==> src/rtl/fsm_seq_pkg.sv <==
`default_nettype none
// +-----------------------------------------------------------------------+
// | Package  : fsm_seq_pkg                                                |
// | Purpose  : Phase encodings shared with the A-sequence responder and   |
// |            the stimulus transmitter state enumeration.                |
// | Revision : 1.0 - initial release                                      |
// +-----------------------------------------------------------------------+
package fsm_seq_pkg;

   // Expected responder phase, as reported on the transmitter Phase output
   localparam logic [1:0] PH_IDLE  = 2'b00;
   localparam logic [1:0] PH_START = 2'b01;
   localparam logic [1:0] PH_STOP  = 2'b10;
   localparam logic [1:0] PH_CLEAR = 2'b11;

   // Transmitter sequencing states: idle plus the four dwell phases of A
   typedef enum logic [2:0] {
      S_IDLE  = 3'd0,
      S_HIGH1 = 3'd1,
      S_LOW1  = 3'd2,
      S_HIGH2 = 3'd3,
      S_LOW2  = 3'd4
   } tx_state_e;

endpackage : fsm_seq_pkg
`default_nettype wire

==> src/rtl/dwell_cnt.sv <==
`default_nettype none
// +-----------------------------------------------------------------------+
// | Module   : dwell_cnt                                                  |
// | Purpose  : Loadable down-counter timing each stimulus phase; flags    |
// |            zero on the last cycle of a phase.                         |
// | Revision : 1.0 - initial release                                      |
// +-----------------------------------------------------------------------+
module dwell_cnt #(
   parameter int CNT_W = 8
) (
   input  logic             Clock,
   input  logic             Reset,
   input  logic             load_i,
   input  logic [CNT_W-1:0] load_val_i,
   input  logic             en_i,
   output logic             zero_o
);

   logic [CNT_W-1:0] count_q, count_d;

   // Load has priority; decrement stops at zero so the count never wraps
   always_comb begin
      count_d = count_q;
      if (load_i) begin
         count_d = load_val_i;
      end else if (en_i && (count_q != '0)) begin
         count_d = count_q - CNT_W'(1);
      end
   end

   // Count register with synchronous active-low reset
   always_ff @(posedge Clock) begin
      if (!Reset) begin
         count_q <= '0;
      end else begin
         count_q <= count_d;
      end
   end

   assign zero_o = (count_q == '0);

endmodule : dwell_cnt
`default_nettype wire

==> src/rtl/fsm_stim_tx.sv <==
`default_nettype none
// +-----------------------------------------------------------------------+
// | Module   : fsm_stim_tx                                                |
// | Purpose  : Drives A high/low/high/low with programmable dwell, checks |
// |            responder K2/K1 acks in their windows, pulses Done/Err.    |
// | Revision : 1.0 - initial release                                      |
// +-----------------------------------------------------------------------+
module fsm_stim_tx
   import fsm_seq_pkg::*;
#(
   parameter int CNT_W = 8
) (
   input  logic             Clock,
   input  logic             Reset,
   input  logic             Go_i,
   input  logic [CNT_W-1:0] Len_i,
   input  logic             K2_i,
   input  logic             K1_i,
   output logic             A_o,
   output logic             Busy_o,
   output logic             Done_o,
   output logic             Err_o,
   output logic [1:0]       Phase_o
);

   tx_state_e        state_q, state_d;
   logic [CNT_W-1:0] len_q, len_d;
   logic [CNT_W-1:0] len_eff;
   logic             seen_k2_q, seen_k2_d;
   logic             seen_k1_q, seen_k1_d;
   logic             cnt_load, cnt_en, cnt_zero;
   logic [CNT_W-1:0] cnt_load_val;
   logic             a_q, a_d, busy_q, busy_d, done_q, done_d, err_q, err_d;
   logic [1:0]       phase_q, phase_d;

   // A zero length request behaves as a one-cycle dwell
   assign len_eff = (Len_i == '0) ? CNT_W'(1) : Len_i;

   dwell_cnt #(.CNT_W(CNT_W)) u_dwell_cnt (
      .Clock      (Clock),
      .Reset      (Reset),
      .load_i     (cnt_load),
      .load_val_i (cnt_load_val),
      .en_i       (cnt_en),
      .zero_o     (cnt_zero)
   );

   // Next-state, ack tracking and output decode from the next state
   always_comb begin
      state_d      = state_q;
      len_d        = len_q;
      seen_k2_d    = seen_k2_q;
      seen_k1_d    = seen_k1_q;
      cnt_load     = 1'b0;
      cnt_load_val = len_q - CNT_W'(1);
      cnt_en       = 1'b0;
      done_d       = 1'b0;
      err_d        = 1'b0;
      a_d          = 1'b0;
      busy_d       = 1'b1;
      phase_d      = PH_IDLE;

      case (state_q)
         S_IDLE: begin
            if (Go_i) begin
               len_d        = len_eff;
               cnt_load     = 1'b1;
               cnt_load_val = len_eff - CNT_W'(1);
               seen_k2_d    = 1'b0;
               seen_k1_d    = 1'b0;
               state_d      = S_HIGH1;
            end
         end
         S_HIGH1: begin
            if (cnt_zero) begin
               cnt_load = 1'b1;
               state_d  = S_LOW1;
            end else begin
               cnt_en = 1'b1;
            end
         end
         S_LOW1: begin
            if (cnt_zero) begin
               cnt_load = 1'b1;
               state_d  = S_HIGH2;
            end else begin
               cnt_en = 1'b1;
            end
         end
         S_HIGH2: begin
            if (K2_i) seen_k2_d = 1'b1;
            if (cnt_zero) begin
               cnt_load = 1'b1;
               state_d  = S_LOW2;
            end else begin
               cnt_en = 1'b1;
            end
         end
         S_LOW2: begin
            if (K1_i) seen_k1_d = 1'b1;
            if (cnt_zero) begin
               // The final cycle's K1 counts, hence seen_k1_d here
               state_d = S_IDLE;
               done_d  = 1'b1;
               err_d   = !(seen_k2_q && seen_k1_d);
            end else begin
               cnt_en = 1'b1;
            end
         end
         default: state_d = S_IDLE;
      endcase

      case (state_d)
         S_HIGH1: begin a_d = 1'b1; phase_d = PH_START; end
         S_LOW1:  begin a_d = 1'b0; phase_d = PH_STOP;  end
         S_HIGH2: begin a_d = 1'b1; phase_d = PH_CLEAR; end
         S_LOW2:  begin a_d = 1'b0; phase_d = PH_IDLE;  end
         default: busy_d = 1'b0;
      endcase
   end

   // State, latched length, ack flags and registered outputs
   always_ff @(posedge Clock) begin
      if (!Reset) begin
         state_q   <= S_IDLE;
         len_q     <= '0;
         seen_k2_q <= 1'b0;
         seen_k1_q <= 1'b0;
         a_q       <= 1'b0;
         busy_q    <= 1'b0;
         done_q    <= 1'b0;
         err_q     <= 1'b0;
         phase_q   <= PH_IDLE;
      end else begin
         state_q   <= state_d;
         len_q     <= len_d;
         seen_k2_q <= seen_k2_d;
         seen_k1_q <= seen_k1_d;
         a_q       <= a_d;
         busy_q    <= busy_d;
         done_q    <= done_d;
         err_q     <= err_d;
         phase_q   <= phase_d;
      end
   end

   assign A_o     = a_q;
   assign Busy_o  = busy_q;
   assign Done_o  = done_q;
   assign Err_o   = err_q;
   assign Phase_o = phase_q;

endmodule : fsm_stim_tx
`default_nettype wire

==> config.mk <==
export PLATFORM = sky130hd
export DESIGN_NAME = fsm_stim_tx
export DESIGN_NICKNAME = d
export VERILOG_FILES = /design/src/rtl/fsm_seq_pkg.sv /design/src/rtl/dwell_cnt.sv /design/src/rtl/fsm_stim_tx.sv
export SDC_FILE = /design/constraint.sdc
export NUM_CORES = 1
export LEC_CHECK = 0
export ABC_AREA = 0
export CAP_MARGIN = 40
export CORE_MARGIN = 3
export CORE_UTILIZATION = 57
export CTS_BUF_LIST = sky130_fd_sc_hd__clkbuf_4
export CTS_CLUSTER_SIZE = 12
export DETAILED_ROUTE_END_ITERATION = 16
export HOLD_SLACK_MARGIN = 0.03
export PLACE_DENSITY_LB_ADDON = 0.2
export SETUP_SLACK_MARGIN = 0.4
export SLEW_MARGIN = 20
export SYNTH_ARGS = -nofsm -noshare
export SYNTH_HDL_FRONTEND = slang
export SYNTH_SLANG_ARGS = --single-unit
==> constraint.sdc <==
create_clock -name Clock -period 2.46 [get_ports Clock]
set_input_delay 0.615 -clock Clock [delete_from_list [all_inputs] [get_ports Clock]]
set_output_delay 0.615 -clock Clock [all_outputs]
set_load 0.1 [all_outputs]
==> metrics.txt <==
# setup viols final=0; DP Area=1730 um2; Post-Syn Area=1470 um2; Critical Path Sink Type=flop; synthesis-to-layout area growth=27.0%; Cells after Synth=184; filler cell count=154; die area=3220 um2; Synth area leaders=dfxtp_1, nand2_1, a21oi_1; core area=2320 um2; syn_area_per_cell=7.99 um2; Final Hold Violating Endpoints=0; WL final=4040 um; total negative slack=0 ns; PwrDens=1080 nW/um2; Post-Layout Cell Count=245; # IOs=19; post-synth top area share=35.4%; Synth Area in XOR/XNOR=5.36%; YS warnings=0; drt first pass iters=4; global-route wire length before repair=6530 um; worst IR drop on VDD=1.03 mV; EDFF count, synth=0; clk slew on worst S/H paths=0.15 ns; Die Ht=56.8 um; fmax=478 MHz; n_diodes=0; Synth Area in Compound Gates=22.8%; DRT iter0 DRCs=74; TritonCTS clock tree=done; CTS Hold Bufs=0; Worst Tran Pin Value=0.679 ns; root buf cell=clkbuf_4; hold slack=0.492 ns; share of layout cells above drive strength 1=21.2%; fin crit period=2.09 ns; Seq cells post-synth=26; Synth cell types=47; Yosys top cell by area=dfxtp_1; clk_lat worst skew=0.33 ns; Rows=17; Worst Path Required=2.73 ns; Leakage Power=0.712 nW; most common cell in the synthesized netlist=nand2_1; DRC violations left=0; Seq/Total Area, Yosys=35.4%; largest net degree at the start of global routing=19; Final #Nets=234; Max-slew headroom=54.6%; CTS HTree Levels=1; ys async rst share=0%; CP startpoint kind=input port; initial antenna violation count=0; most frequent cells after synthesis=nand2_1, dfxtp_1, nor2_1; crit path kind=in2reg; Avg WL per Cell=16.5 um; Initial Util=63.4%; fin crit share=85.0%; post-synthesis simple-gate area fraction=28.8%; vias per std cell=6.32; main combinational cell family by area after synthesis=simple AND/OR/NAND/NOR gates; Max FO, Critical Path=4; Num CTS Buffers=3; Synth Area in Adders=2.55%; RSZ-0062 raised after global routing=yes; critical path data arrival time=2.36 ns; Detail Route Antenna Nets=0; mux cell area share after synthesis=0.766%; Post-DP HPWL=2930 um; placed insts=236; Post-Layout Inst Area=1870 um2; CTS Sinks=26; Slew Viols, Final=0; vias in the first global route=1483; Layout Utilization=80.5%; status=completed; Max Cap Viol=0; Min-Delay Path Class=reg2reg; GP Congestion=0.926; Longest Clk Path Bufs=2; gr usage total=25.1%; Die X-Extent=56.8 um; clock skew=0.0104 ns; Synthesized Nets=200; Via Count=1549; I/O Buffers=18; most common flop cell mapped by yosys=dfxtp_1; global route overflow=0
==> worst max-delay path, stage by stage <==
cell and delay [ns]:
clkdlybuf4s50_1 0.41, buf_4 0.14, or4_1 0.41, o21ai_0 0.20, a21o_1 0.23, buf_4 0.14
o21ai_1 0.06, a31oi_1 0.16
==> final cells by class <==
cell class,count,area (um2),area share (%)
timing repair buffer,36,303,16.2
inverter,8,30.0,1.61
sequential,26,528,28.3
clock buffer,3,22.5,1.21
multi-input combinational,143,945,50.6
tap,28,35.0,1.88
clock inverter,1,3.75,0.201
==> cell families (layout without fill, tap and decap cells) <==
logic type / after synthesis / in the layout
compound gates: 48 / 48
xor+xnor: 9 / 9
fa+ha+maj: 3 / 3
buf+inv: 15 / 48
flops: 26 / 26
mux: 1 / 1
simple gates: 82 / 82
==> flip-flops by register name (all words and copies together), names as in the netlist <==
register / count
Err_o: 1
len_q: 8
seen_k2_q: 1
Busy_o: 1
state_q: 3
Done_o: 1
u_dwell_cnt.count_q: 8
Phase_o: 2
seen_k1_q: 1
==> cells in the final DEF, fill, tap and decap left out, types with 2 or more instances in the layout <==
cell type,Yosys,routed
a211oi_1,3,3
a21o_1,2,2
a21oi_1,15,15
a221oi_1,2,2
a31oi_1,4,4
buf_4,1,23
clkbuf_4,0,3
clkdlybuf4s50_1,0,11
clkinv_1,1,2
dfxtp_1,26,24
dfxtp_4,0,2
inv_1,7,5
inv_2,0,2
nand2_1,29,29
nand3_1,3,3
nand3b_1,2,2
nor2_1,16,16
nor2_4,0,2
nor3_1,6,6
nor3b_1,4,4
nor4_1,4,4
o211ai_1,5,5
o21ai_0,6,5
o31ai_1,2,2
or4_1,5,4
or4_4,1,2
xnor2_1,6,5
xor2_1,3,3
==> per-layer routing <==
metal / vias to the layer above / global-route usage [%] / share of wire [%]
met5: - / 0 / 0
met1: 706 / 32.0 / 42
met4: 0 / 10.9 / 2.3
met2: 82 / 39.9 / 48
li1: 745 / - / -
met3: 16 / 6.21 / 8.1
==> where the power goes <==
| part | leakage (nW) | switching, mW | internal, mW |
|---|---|---|---|
| logic | 0.482 | 0.717 | 0.463 |
| clock network | 0.0154 | 0.129 | 0.0596 |
| registers | 0.215 | 0.118 | 0.530 |
==> metrics by stage <==
| stage | power (mW) | worst slack, ns |
|---|---|---|
| after floorplan | 1.39 | 0.447 |
| after global placement | 1.60 | -0.00406 |
| after detailed placement | 1.64 | -0.00954 |
| after CTS | 1.90 | 0.397 |
| after global routing | 2.14 | 0.328 |
| final | 2.02 | 0.370 |
==> worst paths after layout <==
check | slack, ns | start | depth (start not counted) | to
hold / removal | 0.49 | len_q[7]$_SDFFE_PN0P_ | 2 | len_q[7]$_SDFFE_PN0P_
setup / recovery | 0.37 | Go_i | 8 | u_dwell_cnt.count_q[2]$_SDFFE_PN0P_
setup reg to reg | 0.45 | state_q[2]$_SDFF_PN0_ | 6 | u_dwell_cnt.count_q[5]$_SDFFE_PN0P_
hold reg to reg | 0.49 | len_q[7]$_SDFFE_PN0P_ | 2 | len_q[7]$_SDFFE_PN0P_
==> what timing repair did <==
item                                    in CTS  in global routing
endpoints found under the setup margin       9                  8
cloned                                       0                  0
hold endpoints to repair                     0                  0
buffers inserted                             2                  3
gates resized for setup                      6                 15
pin swaps                                    2                  1
(Power assumes the default switching activity.)
